`src/rtl/gate_sweep_ctrl.sv`:
```
// Sweep sequencer for the 3-output gate generator: walks every a/b vector per selected gate,
// samples after a settle interval, streams one result record per vector and counts mismatches.
module gate_sweep_ctrl #(
   parameter int SETTLE_CYCLES = 2
) (
   input  logic       clk,
   input  logic       rst,
   input  logic       start,
   input  logic [1:0] gate_sel,
   output logic       dut_a,
   output logic       dut_b,
   input  logic [2:0] dut_out,
   output logic       rec_valid,
   input  logic       rec_ready,
   output logic [7:0] rec_data,
   output logic       busy,
   output logic       done,
   output logic [7:0] err_count
);

   typedef enum logic [1:0] {
      ST_IDLE,
      ST_SETTLE,
      ST_EMIT
   } state_t;

   localparam logic [3:0] LP_CNT_LAST = 4'(SETTLE_CYCLES - 1);

   state_t     r_state, w_state_nxt;
   logic [1:0] r_sel, w_sel_nxt;
   logic [1:0] r_gate, w_gate_nxt;
   logic       r_a, w_a_nxt;
   logic       r_b, w_b_nxt;
   logic [3:0] r_cnt, w_cnt_nxt;
   logic       r_valid, w_valid_nxt;
   logic [7:0] r_data, w_data_nxt;
   logic       r_busy, w_busy_nxt;
   logic       r_done, w_done_nxt;
   logic [7:0] r_err, w_err_nxt;

   logic       w_obs;
   logic       w_exp;
   logic       w_pass;
   logic       w_gate_end;
   logic       w_last;

   always_ff @(posedge clk) begin
      if (rst) begin
         r_state <= ST_IDLE;
         r_sel   <= 2'd0;
         r_gate  <= 2'd0;
         r_a     <= 1'b0;
         r_b     <= 1'b0;
         r_cnt   <= 4'd0;
         r_valid <= 1'b0;
         r_data  <= 8'd0;
         r_busy  <= 1'b0;
         r_done  <= 1'b0;
         r_err   <= 8'd0;
      end else begin
         r_state <= w_state_nxt;
         r_sel   <= w_sel_nxt;
         r_gate  <= w_gate_nxt;
         r_a     <= w_a_nxt;
         r_b     <= w_b_nxt;
         r_cnt   <= w_cnt_nxt;
         r_valid <= w_valid_nxt;
         r_data  <= w_data_nxt;
         r_busy  <= w_busy_nxt;
         r_done  <= w_done_nxt;
         r_err   <= w_err_nxt;
      end
   end

   // Case equality keeps an X/Z sample from the generator counted as a mismatch in simulation.
   always_comb begin
      w_obs = dut_out[r_gate];
      case (r_gate)
         2'd0:    w_exp = r_a;
         2'd1:    w_exp = ~(r_a & r_b);
         default: w_exp = ~(r_a ^ r_b);
      endcase
      w_pass     = (w_obs === w_exp);
      w_gate_end = (r_gate == 2'd0) ? r_a : (r_a & r_b);
      w_last     = w_gate_end && ((r_sel != 2'd3) || (r_gate == 2'd2));
   end

   always_comb begin
      w_state_nxt = r_state;
      w_sel_nxt   = r_sel;
      w_gate_nxt  = r_gate;
      w_a_nxt     = r_a;
      w_b_nxt     = r_b;
      w_cnt_nxt   = r_cnt;
      w_valid_nxt = r_valid;
      w_data_nxt  = r_data;
      w_busy_nxt  = r_busy;
      w_done_nxt  = 1'b0;
      w_err_nxt   = r_err;

      case (r_state)
         ST_IDLE: begin
            if (start) begin
               w_sel_nxt   = gate_sel;
               w_gate_nxt  = (gate_sel == 2'd3) ? 2'd0 : gate_sel;
               w_a_nxt     = 1'b0;
               w_b_nxt     = 1'b0;
               w_cnt_nxt   = 4'd0;
               w_err_nxt   = 8'd0;
               w_busy_nxt  = 1'b1;
               w_state_nxt = ST_SETTLE;
            end
         end
         ST_SETTLE: begin
            if (r_cnt == LP_CNT_LAST) begin
               w_data_nxt  = {r_gate, r_a, r_b, w_obs, w_exp, w_pass, w_last};
               w_valid_nxt = 1'b1;
               if (!w_pass && (r_err != 8'hFF)) begin
                  w_err_nxt = r_err + 8'd1;
               end
               w_state_nxt = ST_EMIT;
            end else begin
               w_cnt_nxt = r_cnt + 4'd1;
            end
         end
         ST_EMIT: begin
            if (rec_ready) begin
               w_valid_nxt = 1'b0;
               w_cnt_nxt   = 4'd0;
               if (r_data[0]) begin
                  w_busy_nxt  = 1'b0;
                  w_done_nxt  = 1'b1;
                  w_state_nxt = ST_IDLE;
               end else begin
                  // buf only walks a (b stays 0); nand/xnor count through all four a/b pairs.
                  if (w_gate_end) begin
                     w_gate_nxt = r_gate + 2'd1;
                     w_a_nxt    = 1'b0;
                     w_b_nxt    = 1'b0;
                  end else if (r_gate == 2'd0) begin
                     w_a_nxt = 1'b1;
                  end else begin
                     {w_a_nxt, w_b_nxt} = {r_a, r_b} + 2'd1;
                  end
                  w_state_nxt = ST_SETTLE;
               end
            end
         end
         default: begin
            w_state_nxt = ST_IDLE;
         end
      endcase
   end

   assign dut_a     = r_a;
   assign dut_b     = r_b;
   assign rec_valid = r_valid;
   assign rec_data  = r_data;
   assign busy      = r_busy;
   assign done      = r_done;
   assign err_count = r_err;

endmodule
```
`config.mk`:
```
export PLATFORM = sky130hd
export DESIGN_NAME = gate_sweep_ctrl
export DESIGN_NICKNAME = d
export VERILOG_FILES = /design/src/rtl/gate_sweep_ctrl.sv
export SDC_FILE = /design/constraint.sdc
export NUM_CORES = 1
export LEC_CHECK = 0
export CORE_AREA = 2 2 59 61
export DETAILED_ROUTE_END_ITERATION = 8
export DIE_AREA = 0 0 61 63
export GPL_TIMING_DRIVEN = 0
export PLACE_DENSITY = 0.76
export SLEW_MARGIN = 20
export SYNTH_ARGS = -nofsm -noshare
export SYNTH_HDL_FRONTEND = slang
export SYNTH_SLANG_ARGS = --single-unit
```
`constraint.sdc`:
```
create_clock -name clk -period 2.8 [get_ports clk]
set_clock_uncertainty 0.1 [all_clocks]
set_input_delay 0.7 -clock clk [delete_from_list [all_inputs] [get_ports clk]]
set_output_delay 0.7 -clock clk [all_outputs]
set_load 0.1 [all_outputs]
```
==> summary.txt, run 1 <==
Global route
  – Largest net degree at the start of global routing: 11
  – First-pass GRT wire length: 6016 um
  – Antenna violations before repair: 0
  – Via count of the first global-routing pass: 1407
  – Final global-route overflow total: 0
  – Total Routing Usage GR: 20.44%

Yosys
  – Syn Area/Cell: 8.339 sq um
  – Warnings, synthesis: 0
  – Ys flop type: sky130_fd_sc_hd__dfxtp_1
  – Post-synthesis cell count: 188
  – Cell type contributing the most total cell area after synthesis: sky130_fd_sc_hd__dfxtp_1
  – Cell variety after synth: 42
  – Share of the synthesized area in the top cell type: 39.58%
  – Fraction of synthesis flops using an asynchronous set or reset pin: 0%
  – Post-synth design cell area: 1568 sq um
  – Number of synthesized flops with an enable pin: 0
  – Post-synthesis register bit count: 31
  – Syn Nets: 204
  – Cell types occupying the most area after synthesis: sky130_fd_sc_hd__dfxtp_1, sky130_fd_sc_hd__nand2_1, sky130_fd_sc_hd__nor2_1
  – Sequential area share after synthesis: 39.58%

Power
  – Total power per unit cell area: 449.4 nW/um^2
  – LEAKAGE: 0.7488 nW
  – Maximum resistive drop on vdd: 295.7 uV
  – Overall power: 0.8862 mW

Cells and area
  – Fillers: 313
  – Share of final-layout standard cells stronger than drive strength 1: 6.667%
  – Commonest non-fill, non-tap cell in the layout: sky130_fd_sc_hd__dfxtp_1
  – Most used cells in the layout excluding fill and tap cells: sky130_fd_sc_hd__dfxtp_1, sky130_fd_sc_hd__nand2_1, sky130_fd_sc_hd__nor2_1, sky130_fd_sc_hd__clkdlybuf4s50_1, sky130_fd_sc_hd__a21oi_1
  – Fraction of the core area covered by cells at the end of the flow: 61.01%
  – P&R area growth vs syn: 25.78%
  – Number of antenna cells inserted: 0
  – Final Non-Filler Cells: 271
  – Nets: 240

Setup path
  – Master of the slowest instance on the critical path: sky130_fd_sc_hd__clkdlybuf4s50_1
  – Cell breakdown of the critical path: clkdlybuf4s50_1
  – Data arrival at the endpoint of the critical path: 1.91 ns
  – Crit path max-delay family: buffers and inverters
  – Count of buffering cells on the critical path with inverters included: 1
  – Worst Setup Path Type: reg2out
  – Crit path max fanout: 5
  – Launching element type of the critical path: flip-flop
  – WP data required: 2.00 ns
  – Crit. End Element: output pin
  – Crit-path max cell delay: 1.16 ns

Routing
  – Mean routed wirelength per cell: 12.48 um
  – Via density: 5.299
  – Detail Route Antenna Nets: 0
  – Post-detailed-routing wire length: 3383 um
  – Iteration-0 DRC count of the detailed router: 76
  – DRC Markers: 0
  – Via Count: 1436
  – Number of search-and-repair iterations in the first detailed-routing pass: 5

Clock tree
  – Number of sinks driven by the clock tree: 31
  – Maximum level of the CTS H-tree: 2
  – Maximum root-to-sink buffer count: 2
  – Clock-pin slew on the worst setup and hold paths: 0.09 ns
  – Number of instances resized during post-cts repair: 1
  – Clock tree from TritonCTS: yes
  – Worst-skew pair later-pin latency: 0.33 ns
  – CTS Buf Count: 5
  – Cts hold-fix bufs: 0
  – Clock root cell: sky130_fd_sc_hd__clkbuf_4
  – Setup Buffers After CTS: 0

Floorplan
  – Row count: 21
  – Die Outline Area: 3843 sq um
  – Boundary Pins: 30
  – Effective utilization at floorplan: 48.51%
  – CORE AREA: 3232 sq um
  – Die extent in y: 63 um
  – Die span in x: 61 um

Timing
  – Final clock period utilization by the worst path: 96.68%
  – Final count of negative-setup-slack endpoints: 0
  – Setup repair after global routing missed its margin: no
  – Final critical-path setup slack: 0.09303 ns
  – Number of failing hold endpoints at the final stage: 0
  – Final-layout setup total negative slack: 0 ns
  – Final worst path period need: 2.707 ns
  – Final count of pins violating max slew: 0
  – Slew at the pin closest to its max-slew limit: 0.9716 ns
  – Fmax: 0.3694 GHz
  – Max transition margin: 35.02%

Job
  – Max-cap violations: 0

Min path
  – Path class of the lowest-slack min-delay path: reg2reg

Placed design
  – IO buf count: 29
  – GPL Wtd Cong: 0.8777
  – Number of cells in the design after placement: 263
  – Half-perimeter wire length of the detailed placement result: 2482 um
  – Worst setup timing slack at the placement stage: 0.2708 ns

Outcome
  – Outcome: finished clean
## cell usage after synthesis (2+ instances only)
library cell and count:
sky130_fd_sc_hd__clkbuf_1 2, sky130_fd_sc_hd__a31oi_1 4, sky130_fd_sc_hd__buf_1 2, sky130_fd_sc_hd__o21ai_0 2
sky130_fd_sc_hd__nor3b_1 3, sky130_fd_sc_hd__and2_1 4, sky130_fd_sc_hd__xor2_1 2, sky130_fd_sc_hd__mux2i_1 6
sky130_fd_sc_hd__inv_1 7, sky130_fd_sc_hd__ha_1 7, sky130_fd_sc_hd__or3_1 2, sky130_fd_sc_hd__a21oi_1 17
sky130_fd_sc_hd__nand2b_1 3, sky130_fd_sc_hd__nand2_1 26, sky130_fd_sc_hd__nand3_1 3, sky130_fd_sc_hd__nor2_1 25
sky130_fd_sc_hd__nand4_1 3, sky130_fd_sc_hd__o21ai_1 2, sky130_fd_sc_hd__o311ai_0 3, sky130_fd_sc_hd__nor2_4 3
sky130_fd_sc_hd__nor2b_1 3, sky130_fd_sc_hd__nand3b_1 3, sky130_fd_sc_hd__o41ai_1 3, sky130_fd_sc_hd__a211oi_1 2
sky130_fd_sc_hd__o21ai_2 2, sky130_fd_sc_hd__nor3_1 3, sky130_fd_sc_hd__dfxtp_1 31
## layer usage
layer	vias to the layer above	track usage, %	wire (um)
li1	742	-	-
met1	649	25.16	1616
met3	5	4.555	124
met4	0	10.60	39
met5	-	0	0
met2	40	32.39	1603
## flip-flops by register name, summed over array words and instances, names as in the netlist
register and flops:
rec_data 8, done 1, dut_a 1, err_count 8, r_sel 2, r_gate 2, busy 1, dut_b 1
rec_valid 1, r_state 2, r_cnt 4
## cell families (layout without fill, tap and decap cells)
logic type,count (synthesis),after routing,share of synthesized area [%]
AOI/OAI and AO/OA,42,42,17.56
xor gates and xnor gates,4,4,2.714
adders and majority gates,7,7,5.586
buffers and inverters,11,48,2.634
DFF,31,31,39.59
muxes,6,6,3.831
and+or+nand+nor,87,87,28.09
## final cells by class
| type | count | area, sq um | area share (%) |
|---|---|---|---|
| Sequential cell | 31 | 620.6 | 31.47 |
| Timing Repair Buffer | 29 | 296.5 | 15.04 |
| Clock inverter | 1 | 5.005 | 0.2538 |
| Multi-Input combinational cell | 146 | 905.9 | 45.94 |
| Clock buffer | 7 | 45.04 | 2.284 |
| Tap cell | 46 | 57.56 | 2.919 |
| Buffer | 4 | 15.01 | 0.7614 |
| Inverter | 7 | 26.28 | 1.332 |
## worst register-to-register path, cell delays in order, from the launching register on
cell,delay (ns)
sky130_fd_sc_hd__dfxtp_1,0.48
sky130_fd_sc_hd__inv_1,0.10
sky130_fd_sc_hd__ha_1,0.29
sky130_fd_sc_hd__a221oi_2,0.50
sky130_fd_sc_hd__xnor2_1,0.28
sky130_fd_sc_hd__nand2_2,0.17
sky130_fd_sc_hd__o41ai_1,0.34
## final timing paths
path	start	to	slack (ns)	cells after the start
max	err_count[6]	err_count[6]	0.09	1
min	rec_data[1]	rec_data[1]	0.36	2
max reg2reg	r_gate[0]	err_count[3]	0.43	6
min reg2reg	rec_data[1]	rec_data[1]	0.36	2
## report_power, final
part	internal, mW	switching [mW]
clock network	0.0978	0.153
logic	0.0589	0.110
registers	0.453	0.0134
total	0.609	0.277
## metrics by stage
stage	hold WS, ns	instance area (sq um)
after floorplan	0.3602	1568
after global placement	0.3459	1916
after detailed placement	0.3509	1916
after CTS	0.3650	1964
after global routing	0.3900	1972
final	0.3623	1972
No activity file was read; power rests on OpenSTA's default activity.
==> run 2: changes to the inputs <==
--- a/config.mk
+++ b/config.mk
@@ -5,9 +5,9 @@
 export SDC_FILE = /design/constraint.sdc
 export NUM_CORES = 1
 export LEC_CHECK = 0
-export CORE_AREA = 2 2 59 61
+export CORE_AREA = 3 3 60 62
 export DETAILED_ROUTE_END_ITERATION = 8
-export DIE_AREA = 0 0 61 63
+export DIE_AREA = 0 0 63 65
 export GPL_TIMING_DRIVEN = 0
 export PLACE_DENSITY = 0.76
 export SLEW_MARGIN = 20
==> run 2 against run 1 <==
  * Sequential power barely moved
  * Via count about the same
  * Total power fell by 0.43%
  * Critical endpoint is now err_count[0]
  * Clock power about the same
  * Die area is 6.6% higher
  * Core utilization rose by 2.9 points
  * Highest routed layer unchanged
  * Critical path type unchanged
  * Largest power group unchanged
==> summary.txt, run 2 (synthesized netlist as in run 1, its figures left out) <==
Setup path
  – Data arrival at the endpoint of the critical path: 1.93 ns
  – Launching element type of the critical path: flip-flop
  – Crit path max fanout: 6
  – Cell breakdown of the critical path: clkdlybuf4s50_1
  – Crit path max-delay family: buffers and inverters
  – Worst reg2reg path endpoint: err_count[3]
  – Master of the slowest instance on the critical path: sky130_fd_sc_hd__clkdlybuf4s50_1
  – Worst r2r src: r_gate[0]
  – Worst setup slack for register-to-register paths: 0.48 ns
  – Crit. End Element: output pin
  – Worst Setup Path Type: reg2out
  – WP data required: 2.00 ns
  – Crit-path max cell delay: 1.17 ns
  – Reg2Reg Depth: 6
  – Count of buffering cells on the critical path with inverters included: 1

Cells and area
  – Share of final-layout standard cells stronger than drive strength 1: 7.556%
  – Commonest non-fill, non-tap cell in the layout: sky130_fd_sc_hd__dfxtp_1
  – Most used cells in the layout excluding fill and tap cells: sky130_fd_sc_hd__dfxtp_1, sky130_fd_sc_hd__clkdlybuf4s50_1, sky130_fd_sc_hd__nand2_1, sky130_fd_sc_hd__nor2_1, sky130_fd_sc_hd__a21oi_1
  – Fillers: 297
  – Nets: 240
  – P&R area growth vs syn: 25.46%
  – Number of antenna cells inserted: 0

Timing
  – Final count of negative-setup-slack endpoints: 0
  – Max transition margin: 34.54%
  – Final worst path period need: 2.732 ns
  – Final-layout setup total negative slack: 0 ns
  – Final clock period utilization by the worst path: 97.56%
  – Setup repair after global routing missed its margin: no
  – Number of failing hold endpoints at the final stage: 0
  – Fmax: 0.3661 GHz
  – Final count of pins violating max slew: 0
  – Slew at the pin closest to its max-slew limit: 0.9789 ns

Placed design
  – IO buf count: 29
  – GPL Wtd Cong: 0.9812
  – Half-perimeter wire length of the detailed placement result: 2600 um

Job
  – Max-cap violations: 0

Clock tree
  – CTS Buf Count: 5
  – Clock root cell: sky130_fd_sc_hd__clkbuf_4
  – Cts hold-fix bufs: 0
  – Maximum root-to-sink buffer count: 2
  – Clock tree from TritonCTS: yes
  – Setup Buffers After CTS: 0
  – Number of sinks driven by the clock tree: 31
  – Maximum level of the CTS H-tree: 2
  – Clock-pin slew on the worst setup and hold paths: 0.10 ns
  – Worst-skew pair later-pin latency: 0.33 ns

Floorplan
  – Row count: 20
  – Die span in x: 63 um
  – Die Outline Area: 4095 sq um
  – CORE AREA: 3078 sq um
  – Boundary Pins: 30
  – Effective utilization at floorplan: 50.93%
  – Die extent in y: 65 um

Min path
  – Endpoint of the worst hold-timing path: rec_valid
  – Path class of the lowest-slack min-delay path: reg2reg
  – Number of cells traversed by the worst hold path: 2
  – Hold Path Origin: rec_valid

Routing
  – Iteration-0 DRC count of the detailed router: 88
  – DRC Markers: 0
  – Number of search-and-repair iterations in the first detailed-routing pass: 4
  – Detail Route Antenna Nets: 0
  – Via density: 5.335
  – Post-detailed-routing wire length: 3457 um
  – Via Count: 1435
  – Mean routed wirelength per cell: 12.85 um

Global route
  – Final global-route overflow total: 0
  – Total Routing Usage GR: 17.57%
  – Via count of the first global-routing pass: 1414
  – Largest net degree at the start of global routing: 11
  – Antenna violations before repair: 0
  – First-pass GRT wire length: 5830 um

Power
  – Maximum resistive drop on vdd: 268.6 uV
  – Total power per unit cell area: 448.6 nW/um^2
  – Overall power: 0.8823 mW
  – LEAKAGE: 0.7169 nW

Outcome
  – Outcome: finished clean
run 2: metrics by stage:
stage	cells	setup slack [ns]	hold WS, ns	cell area, sq um	utilization, %
finish	269	0.06846	0.3590	1967	63.90
floorplan	188	0.1644	0.3602	1568	-
detailed placement	261	0.2831	0.3475	1913	62.15
CTS	269	0.05693	0.3616	1964	63.82
global placement	261	0.3256	0.3443	1913	62.15
global route	269	0.01563	0.3859	1967	63.90
run 2: what timing repair did:
action | 4_1_cts | 5_1_grt
endpoints found under the hold margin | 0 | 0
cloned | 0 | 0
pin swaps | 0 | 0
resized for setup | 1 | 1
endpoints found under the setup margin | 1 | 1
run 2: worst register-to-register path, delay by kind of cell (launching register included):
kind	cells	cell delay, ns
AOI/OAI and AO/OA	2	0.79
xor gates and xnor gates	1	0.28
adders and majority gates	1	0.29
buffers and inverters	1	0.10
DFF	1	0.48
and+or+nand+nor	1	0.18
run 2: cell type report:
cell class	instances	area (sq um)	share of cell area [%]
Buffer	4	15.01	0.7634
Clock buffer	5	37.54	1.908
Clock inverter	3	15.01	0.7634
Inverter	7	26.28	1.336
Multi-Input combinational cell	146	905.9	46.06
Sequential cell	31	620.6	31.55
Tap cell	44	55.05	2.799
Timing Repair Buffer	29	291.5	14.82
run 2: metal layers:
layer,vias up,share of wire (%),global-route usage [%],wire (um)
li1,734,-,-,-
met3,2,5.2,3.640,180
met5,-,0,0,0
met4,0,0.46,8.815,16
met1,662,45,20.15,1556
met2,37,49,30.83,1704
run 2: how the worst max path moves through the flow:
stage | startpoint | endpoint | slack (ns) | cells after the start
global placement | dut_out[1] | err_count[3] | 0.33 | 6
detailed placement | dut_out[1] | err_count[3] | 0.28 | 6
CTS | err_count[2] | err_count[2] | 0.06 | 1
finish | err_count[0] | err_count[0] | 0.07 | 1
floorplan | dut_a | err_count[3] | 0.16 | 6
global route | err_count[0] | err_count[0] | 0.02 | 1
run 2: report_power, final:
| group | internal (mW) | switching (mW) |
|---|---|---|
| clock | 0.0933 | 0.155 |
| sequential | 0.453 | 0.0138 |
| combinational | 0.0588 | 0.109 |
==> run 3: changes to the inputs <==
--- a/config.mk
+++ b/config.mk
@@ -5,11 +5,13 @@
 export SDC_FILE = /design/constraint.sdc
 export NUM_CORES = 1
 export LEC_CHECK = 0
-export CORE_AREA = 3 3 60 62
+export ABC_AREA = 1
+export CORE_AREA = 3 3 62 64
 export DETAILED_ROUTE_END_ITERATION = 8
-export DIE_AREA = 0 0 63 65
+export DIE_AREA = 0 0 65 67
 export GPL_TIMING_DRIVEN = 0
 export PLACE_DENSITY = 0.76
+export SKIP_LAST_GASP = 1
 export SLEW_MARGIN = 20
 export SYNTH_ARGS = -nofsm -noshare
 export SYNTH_HDL_FRONTEND = slang
==> run 3 against run 2 <==
  * Highest routed layer unchanged
  * Cell area is 7.6% higher
  * Register-to-register slack gained 0.37 ns
  * Critical path type unchanged
  * Synthesized area is 8.1% higher
  * Largest cell class unchanged
==> summary.txt, run 3 <==
Power
  – LEAKAGE: 0.9070 nW
  – Overall power: 1.085 mW
  – Total power per unit cell area: 512.7 nW/um^2
  – Maximum resistive drop on vdd: 296.8 uV

Placed design
  – IO buf count: 29
  – GPL Wtd Cong: 0.8458
  – Number of cells in the design after placement: 314
  – Half-perimeter wire length of the detailed placement result: 2688 um
  – Area post-placement: 2042 sq um

Clock tree
  – Clock tree from TritonCTS: yes
  – Clock-pin slew on the worst setup and hold paths: 0.10 ns
  – Clock root cell: sky130_fd_sc_hd__clkbuf_4
  – Number of sinks driven by the clock tree: 31
  – Cts hold-fix bufs: 0
  – CTS Buf Count: 5
  – Maximum root-to-sink buffer count: 2
  – Maximum level of the CTS H-tree: 2
  – Worst-skew pair later-pin latency: 0.34 ns

Timing
  – Final clock period utilization by the worst path: 96.82%
  – Final hold slack: 0.3824 ns
  – Slew at the pin closest to its max-slew limit: 0.9682 ns
  – Final count of negative-setup-slack endpoints: 0
  – Final worst path period need: 2.711 ns
  – Final count of pins violating max slew: 0
  – Fmax: 0.3689 GHz
  – Max transition margin: 35.25%
  – Final-layout setup total negative slack: 0 ns
  – Setup repair after global routing missed its margin: no
  – Number of failing hold endpoints at the final stage: 0

Yosys
  – Syn Nets: 255
  – Post-synthesis register bit count: 31
  – Most instantiated cells after synthesis: sky130_fd_sc_hd__nand2_1, sky130_fd_sc_hd__dfxtp_1, sky130_fd_sc_hd__inv_1, sky130_fd_sc_hd__a21oi_1, sky130_fd_sc_hd__nand3_1
  – Post-synth design cell area: 1694 sq um
  – Sequential area share after synthesis: 36.63%
  – Cell type contributing the most total cell area after synthesis: sky130_fd_sc_hd__dfxtp_1
  – Share of the synthesized area in the top cell type: 36.63%
  – Count leader, synth: sky130_fd_sc_hd__nand2_1
  – Ys flop type: sky130_fd_sc_hd__dfxtp_1
  – Fraction of synthesis flops using an asynchronous set or reset pin: 0%
  – Cell types occupying the most area after synthesis: sky130_fd_sc_hd__dfxtp_1, sky130_fd_sc_hd__nand2_1, sky130_fd_sc_hd__a21oi_1
  – Number of synthesized flops with an enable pin: 0
  – Syn Area/Cell: 7.088 sq um
  – Warnings, synthesis: 0
  – Post-synthesis cell count: 239
  – Cell variety after synth: 34

Floorplan
  – Boundary Pins: 30
  – Die Outline Area: 4355 sq um
  – Effective utilization at floorplan: 50.77%
  – Die extent in y: 67 um
  – Die span in x: 65 um
  – CORE AREA: 3337 sq um
  – Row count: 21

Cells and area
  – Commonest non-fill, non-tap cell in the layout: sky130_fd_sc_hd__nand2_1
  – Nets: 291
  – Final Non-Filler Cells: 322
  – Reg area: 620.6 sq um
  – Multi-input logic area: 902.1 sq um
  – Final Cell Area: 2116 sq um
  – Most used cells in the layout excluding fill and tap cells: sky130_fd_sc_hd__nand2_1, sky130_fd_sc_hd__dfxtp_1, sky130_fd_sc_hd__inv_1, sky130_fd_sc_hd__clkdlybuf4s50_1, sky130_fd_sc_hd__a21oi_1
  – Share of final-layout standard cells stronger than drive strength 1: 10.51%
  – Number of antenna cells inserted: 0
  – Fillers: 329
  – P&R area growth vs syn: 24.89%

Setup path
  – Data arrival at the endpoint of the critical path: 1.91 ns
  – Crit path max fanout: 6
  – Crit path max-delay family: buffers and inverters
  – Worst reg2reg path endpoint: err_count[0]
  – Worst setup slack for register-to-register paths: 0.85 ns
  – Crit-path max cell delay: 1.16 ns
  – WP data required: 2.00 ns
  – Master of the slowest instance on the critical path: sky130_fd_sc_hd__clkdlybuf4s50_1
  – Worst r2r src: r_gate[0]
  – Worst Setup Path Type: reg2out
  – Reg2Reg Depth: 11
  – Count of buffering cells on the critical path with inverters included: 1
  – Cell breakdown of the critical path: clkdlybuf4s50_1
  – Setup crit start: err_count[2]
  – Launching element type of the critical path: flip-flop
  – Crit. End Element: output pin

Routing
  – Post-detailed-routing wire length: 3666 um
  – Detail Route Antenna Nets: 0
  – Uppermost signal routing layer after detailed routing: met4
  – DRC Markers: 0
  – Metal1 wirelength: 1802 um
  – Via Count: 1610
  – Iteration-0 DRC count of the detailed router: 106
  – DR WL met3: 174 um
  – Mean routed wirelength per cell: 11.39 um
  – Metal2 WL: 1645 um
  – Number of search-and-repair iterations in the first detailed-routing pass: 5
  – Via density: 5.000

Min path
  – Path class of the lowest-slack min-delay path: reg2reg
  – Endpoint of the worst hold-timing path: busy
  – Hold Path Origin: busy
  – Number of cells traversed by the worst hold path: 2

Global route
  – First-pass GRT wire length: 6203 um
  – Via count of the first global-routing pass: 1464
  – Largest net degree at the start of global routing: 11
  – Antenna violations before repair: 0
  – Total Routing Usage GR: 18.64%
  – Final global-route overflow total: 0

Job
  – Max-cap violations: 0

Outcome
  – Outcome: finished clean
==> run 3: worst max-delay path by stage <==
stage,end,cells after the start
floorplan,err_count[2],11
global placement,dut_a,1
detailed placement,dut_a,1
CTS,dut_a,1
global route,err_count[6],1
finish,err_count[2],1
==> run 3: metal layers <==
| metal | track usage [%] | up-vias |
|---|---|---|
| met2 | 30.01 | 46 |
| met4 | 9.235 | 0 |
| met5 | 0 | - |
| met3 | 4.722 | 6 |
| li1 | - | 865 |
| met1 | 22.98 | 693 |
==> run 3: power by group <==
group | leakage, nW | internal [mW] | switching [mW] | total (mW)
Combinational | 0.616 | 0.0904 | 0.213 | 0.304
Clock | 0.0386 | 0.148 | 0.150 | 0.298
Sequential | 0.253 | 0.463 | 0.0206 | 0.483
==> run 3: timing repair <==
| item | in CTS | in global routing |
|---|---|---|
| endpoints found under the setup margin | 0 | 2 |
| resized for setup | 0 | 2 |
| setup buffers | 0 | 0 |
==> run 3: metrics by stage <==
step	util (%)	worst slack, ns
2_1_floorplan	-	0.5030
3_3_place_gp	61.19	0.4146
3_5_place_dp	61.19	0.4143
4_1_cts	63.25	0.03597
5_1_grt	63.40	0.03435
6_report	63.40	0.08915
==> run 3: area by class of cell <==
type                       instances  share of cell area, %
inverter                          32                  5.677
tap                               46                  2.720
timing repair buffer              29                  13.96
buffer                             6                  2.425
clock buffer                       8                  3.253
multi-input combinational        170                  42.64
sequential                        31                  29.33
==> run 3: worst min-delay path: stages, from the launching register on <==
cell and delay (ns):
sky130_fd_sc_hd__dfxtp_1 0.32, sky130_fd_sc_hd__o21ai_0 0.06, sky130_fd_sc_hd__a21oi_1 0.06
==> run 3: kinds of logic after synthesis <==
family,after synthesis,synth area share [%]
AOI/OAI and AO/OA,53,17.73
xor gates and xnor gates,1,0.5171
adders and majority gates,7,5.170
buffers and inverters,38,10.12
DFF,31,36.63
and+or+nand+nor,109,29.84
==> edit 1 (config.mk and constraints of run 3) <==
Encoding of `state_t`: now one-hot (3 bits for 3 states).
--- a/src/rtl/gate_sweep_ctrl.sv
+++ b/src/rtl/gate_sweep_ctrl.sv
@@ -19,8 +19,8 @@
 );
 
-   typedef enum logic [1:0] {
-      ST_IDLE,
-      ST_SETTLE,
-      ST_EMIT
+   typedef enum logic [2:0] {
+      ST_IDLE   = 3'b001,
+      ST_SETTLE = 3'b010,
+      ST_EMIT   = 3'b100
    } state_t;
 
Check against the original RTL: same outputs for any inputs over 10 cycles, from zero or initial values and one cycle with rst high; not proved beyond that.
==> edit 1 against run 3 <==
Synthesized cell count rose by 2.5%. Design area rose by 3.1%. Routed wire length rose by 2.8%. Synthesized area rose by 2.4%. Worst setup slack got worse by 5.3 ps. Sequential cell count rose by 1. Critical endpoint is now err_count[5]. Largest cell class unchanged.
Power is not compared: it rests on default switching activity, and its combinational part moved more than twofold at a synthesized area within 25%.
==> edit 1: results (changes against run 3) <==
- CTS buffer count: 5 (unchanged)
- Synth top area cells: dfxtp_1, nand2_1, a21oi_1 (unchanged)
- Slew HR: 0.339 (was 0.353)
- Sequential fraction of the synthesis area: 0.369 (was 0.366)
- R2r setup slk: 820 ps (was 850 ps)
- Critical Path AT: 1920 ps
- Longest Clk Path Bufs: 2 (unchanged)
- Maximum vdd drop: about 0.00049 V
- Syn Nets: 261 (was 255)
- Outcome: finished clean (unchanged)
- First DRT Iteration DRCs: 113 (was 106)
- Reg-to-Reg Start: r_gate[0]$_SDFFE_PP0P_ (unchanged)
- CTS clk-pin slew, worst paths: ~110 ps
- Total GRT Usage: 0.193 (was 0.186)
- Slowest stage delay, CP: 1160 ps (about the same)
- WL/cell: 11.5 um (was 11.4 um)
- HP Class: flop to flop (unchanged)
- Final Wtd Congestion: 0.818 (was 0.846)
- Worst-path maximum fanout: 6 (unchanged)
- First-pass GRT wire length: 6490 um (was 6200 um)
- Worst Setup EP: err_count[5] (was err_count[2])
- CTS root buf: clkbuf_4 (unchanged)
- Leakage power: approximately 0.99 nW
- Yosys warns: 0 (unchanged)
- Via Count: 1648 (was 1610)
- Critical path capture point type: primary output (unchanged)
- Ys flop type: dfxtp_1 (unchanged)
- R2R depth: 12 (was 11)
- DP HPWL: 2770 um (was 2690 um)
- CTS H-tree depth: 2 (unchanged)
- Fillers: 326 (was 329)
- Clock latency on the worst-skew pair: 340 ps (about the same)
- Vias in the first global route: 1540 (was 1464)
- Final worst slack: 83.8 ps (was 89.2 ps)
- Largest net degree at the start of global routing: 11 (unchanged)
- Critical-path top delay cell: clkdlybuf4s50_1 (unchanged)
- RR Endpoint: err_count[5]$_SDFFE_PP0P_ (was err_count[0]$_SDFFE_PP0P_)
- Drt first pass iters: 4 (was 5)
- Final nets: 297 (was 291)
- Worst slack, placed: 374 ps (was 414 ps)
- Postcts setup bufs: 0 (unchanged)
- PortBufs: 29 (unchanged)
- Synth cell types: 31 (was 34)
- Top post-synthesis cells by count: nand2_1, dfxtp_1, nor2_1 (was nand2_1, dfxtp_1, inv_1)
- Top delay family on crit path: buffers and inverters (unchanged)
- Placed Instance Area: 2080 sq um (was 2040 sq um)
- Crit path from: err_count[5]$_SDFFE_PP0P_ (was err_count[2]$_SDFFE_PP0P_)
- Share of layout cells above drive strength 1: 0.103 (was 0.105)
- ANT cells: 0 (unchanged)
[edit 1: cell count changes in the layout (fill, tap and decap cells not counted), moves of 3 or more]
cell	change
clkdlybuf4s50_1	-3
nor2_2	+3
nor2_1	+8
xor2_1	+3
[edit 1: report_power, final]
part,internal (mW),switching [mW]
registers,0.501,0.0513
logic,0.196,0.452
clock network,0.237,0.167
total,0.935,0.670
[edit 1: layout make-up]
class	count	area (sq um)	area share
Buffer	5	35.0	0.0161
Clock buffer	7	65.1	0.0298
Clock inverter	1	30.0	0.0138
Inverter	30	113	0.0516
Multi-Input combinational cell	178	946	0.433
Sequential cell	32	641	0.294
Tap cell	46	57.6	0.0264
Timing Repair Buffer	29	295	0.135
[edit 1: logic make-up after synthesis]
kind of cell,count (synthesis),share of synthesized area
AND/OR/NAND/NOR,118,0.319
XOR/XNOR,3,0.0152
buffers and inverters,35,0.0851
AO/OA/AOI/OAI,50,0.161
adder cells (fa/ha/maj),7,0.0505
flip-flops,32,0.369
[edit 1: worst min-delay path by stage]
stage               slack, ps  cells past startpoint                endpoint              startpoint
floorplan                 330                      2   r_sel[1]$_SDFFE_PP0P_   r_sel[1]$_SDFFE_PP0P_
detailed placement        350                      2   r_sel[1]$_SDFFE_PP0P_   r_sel[1]$_SDFFE_PP0P_
global placement          350                      2   r_sel[1]$_SDFFE_PP0P_   r_sel[1]$_SDFFE_PP0P_
finish                    370                      2  rec_valid$_SDFFE_PP0P_  rec_valid$_SDFFE_PP0P_
CTS                       370                      2   r_sel[1]$_SDFFE_PP0P_   r_sel[1]$_SDFFE_PP0P_
global route              390                      2  rec_valid$_SDFFE_PP0P_  rec_valid$_SDFFE_PP0P_
[edit 1: worst reg2reg max path: cells and delay by family, from the launching register on]
kind                     cells  cell delay [ps]
AO/OA/AOI/OAI                1               60
flip-flops                   1              400
adder cells (fa/ha/maj)      1              260
buffers and inverters        1              140
AND/OR/NAND/NOR              9              880
[edit 1: repair_timing]
item / in CTS / in global routing
setup endpoints to repair: 2 / 3
gates cloned: 0 / 0
gates resized for setup: 2 / 3
[edit 1: per-stage QoR]
step	power (mW)	utilization	hold slack, ps	instances
global placement	1.21	0.624	347	320
floorplan	1.07	-	331	245
CTS	1.62	0.652	366	328
detailed placement	1.21	0.624	351	320
finish	1.60	0.654	369	328
global route	1.71	0.654	394	328
[edit 1: routing by layer]
metal / track usage / up-vias / part of all wire / wire length [um]
met1: 0.212 / 738 / 0.46 / 1720
met5: 0 / - / 0 / 0
met2: 0.350 / 32 / 0.50 / 1890
met3: 0.0641 / 4 / 0.032 / 120
met4: 0.0554 / 0 / 0.0090 / 34
li1: - / 874 / - / -
==> edit 2 (flow settings as in run 3) <==
Made on the original files. Put one more register stage on the output `err_count`, with the module's reset. The value now appears one clock later. The other outputs are not delayed to match.
--- a/src/rtl/gate_sweep_ctrl.sv
+++ b/src/rtl/gate_sweep_ctrl.sv
@@ -159,5 +159,11 @@
    assign busy      = r_busy;
    assign done      = r_done;
-   assign err_count = r_err;
+   always_ff @(posedge clk) begin
+      if (rst) begin
+         err_count <= '0;
+      end else begin
+         err_count <= r_err;
+      end
+   end
 
 endmodule
Formal check against the unedited RTL: not equivalent (a bounded check fails within 4 cycles, from zero or initial values and one cycle with rst high).
==> edit 2 against run 3 <==
Routed wire length increased by 2.3%. Critical path depth unchanged. Synthesized area increased by 9.7%. Via count increased by 4.5%. Worst setup slack got worse by 37 ps. Design area increased by 7.1%. Sequential cell count increased by 8. Register-to-register slack got worse by 70 ps. Power increased by 15%. Combinational power increased by 12%. Core utilization increased by 4.5 points.
==> edit 2: results (changes against run 3) <==
- Int Pwr: 0.808 mW (was 0.701 mW)
- Clock power frac: 0.234 (was 0.274)
- Top post-synthesis cells by count: nand2_1, dfxtp_1, nor2_1 (was nand2_1, dfxtp_1, inv_1)
- Worst slack, placed: 423 ps (was 414 ps)
- Largest net degree at the start of global routing: 12 (was 11)
- Average via count per standard cell: 5.02 (was 5.00)
- Share of layout cells above drive strength 1: 0.0900 (was 0.105)
- Wirelength, routed: 3750 um (was 3670 um)
- First DRT Iteration DRCs: 86 (was 106)
- Outcome: finished clean (unchanged)
- Fillers: 297 (was 329)
- Slew @ Worst Pin: 979 ps (was 968 ps)
- Via Count: 1682 (was 1610)
- Final-layout clock-cell area share: 0.0248 (was 0.0325)
- Met1 Routed Length: 1680 um (was 1800 um)
- Count of non-CTS buffers in the layout: 36 (was 35)
- Total GRT Usage: 0.195 (was 0.186)
- Critical Path AT: 1950 ps (was 1910 ps)
- Sequential fraction of the synthesis area: 0.420 (was 0.366)
- Register Area: 781 sq um (was 621 sq um)
- Vias in the first global route: 1580 (was 1464)
- Top sig layer: met4 (unchanged)
- Drt first pass iters: 4 (was 5)
- Placed Instance Area: 2210 sq um (was 2040 sq um)
- Placed Instances: 328 (was 314)
- Worst-path maximum fanout: 5 (was 6)
- Post-synthesis cell count: 253 (was 239)
- Comb_multi_in: 176 (was 170)
- Area growth syn-to-layout: 21.9% (was 24.9%)
- Synth cell types: 30 (was 34)
- DP HPWL: 2850 um (was 2690 um)
- Routed wl met3: 184 um (was 174 um)
- Leakage power: 1.00 nW (was 0.907 nW)
- Multi-input combinational area share: 0.403 (was 0.426)
- Comb power: 0.340 mW (was 0.304 mW)
- Hold Path Origin: rec_valid$_SDFFE_PP0P_ (was busy$_SDFFE_PP0P_)
- Final nets: 305 (was 291)
- Ys flop type: dfxtp_1 (unchanged)
- Crit path from: dut_b$_SDFFE_PP0P_ (was err_count[2]$_SDFFE_PP0P_)
- Clock Buffer Count: 6 (was 8)
- Synth top area cells: dfxtp_1, nand2_1, nor2_1 (was dfxtp_1, nand2_1, a21oi_1)
- Min Tclk post-route: 2750 ps (was 2710 ps)
- Synthesized flop and latch total: 39 (was 31)
- Met2 Use GR: 0.342 (was 0.300)
- Layout non-clock buf frac: 0.150 (was 0.164)
- Sw frac: 0.351 (was 0.354)
-- edit 2: cell count changes after synthesis, moves of 3 or more --
| cell | change |
|---|---|
| a21oi_1 | -5 |
| inv_2 | -3 |
| dfxtp_1 | +8 |
| nand2_2 | +3 |
| nand3_1 | -3 |
| o21ai_0 | +3 |
| nor2_1 | +14 |
-- edit 2: path summary, 6_finish.rpt --
kind         depth (start not counted)  slack, ps                endpoint
min reg2reg                          2        380  rec_valid$_SDFFE_PP0P_
max reg2reg                          8        780  r_gate[0]$_SDFFE_PP0P_
max                                  1         50                   dut_b
min                                  2        380  rec_valid$_SDFFE_PP0P_
-- edit 2: cells by family (layout without fill, tap and decap cells) --
family	after synthesis	in the layout	synth area share
buf+inv	38	74	0.0895
compound gates	46	46	0.133
fa+ha+maj	7	7	0.0471
mux	1	1	0.00538
flops	39	39	0.420
xor+xnor	2	2	0.00942
simple gates	120	120	0.296
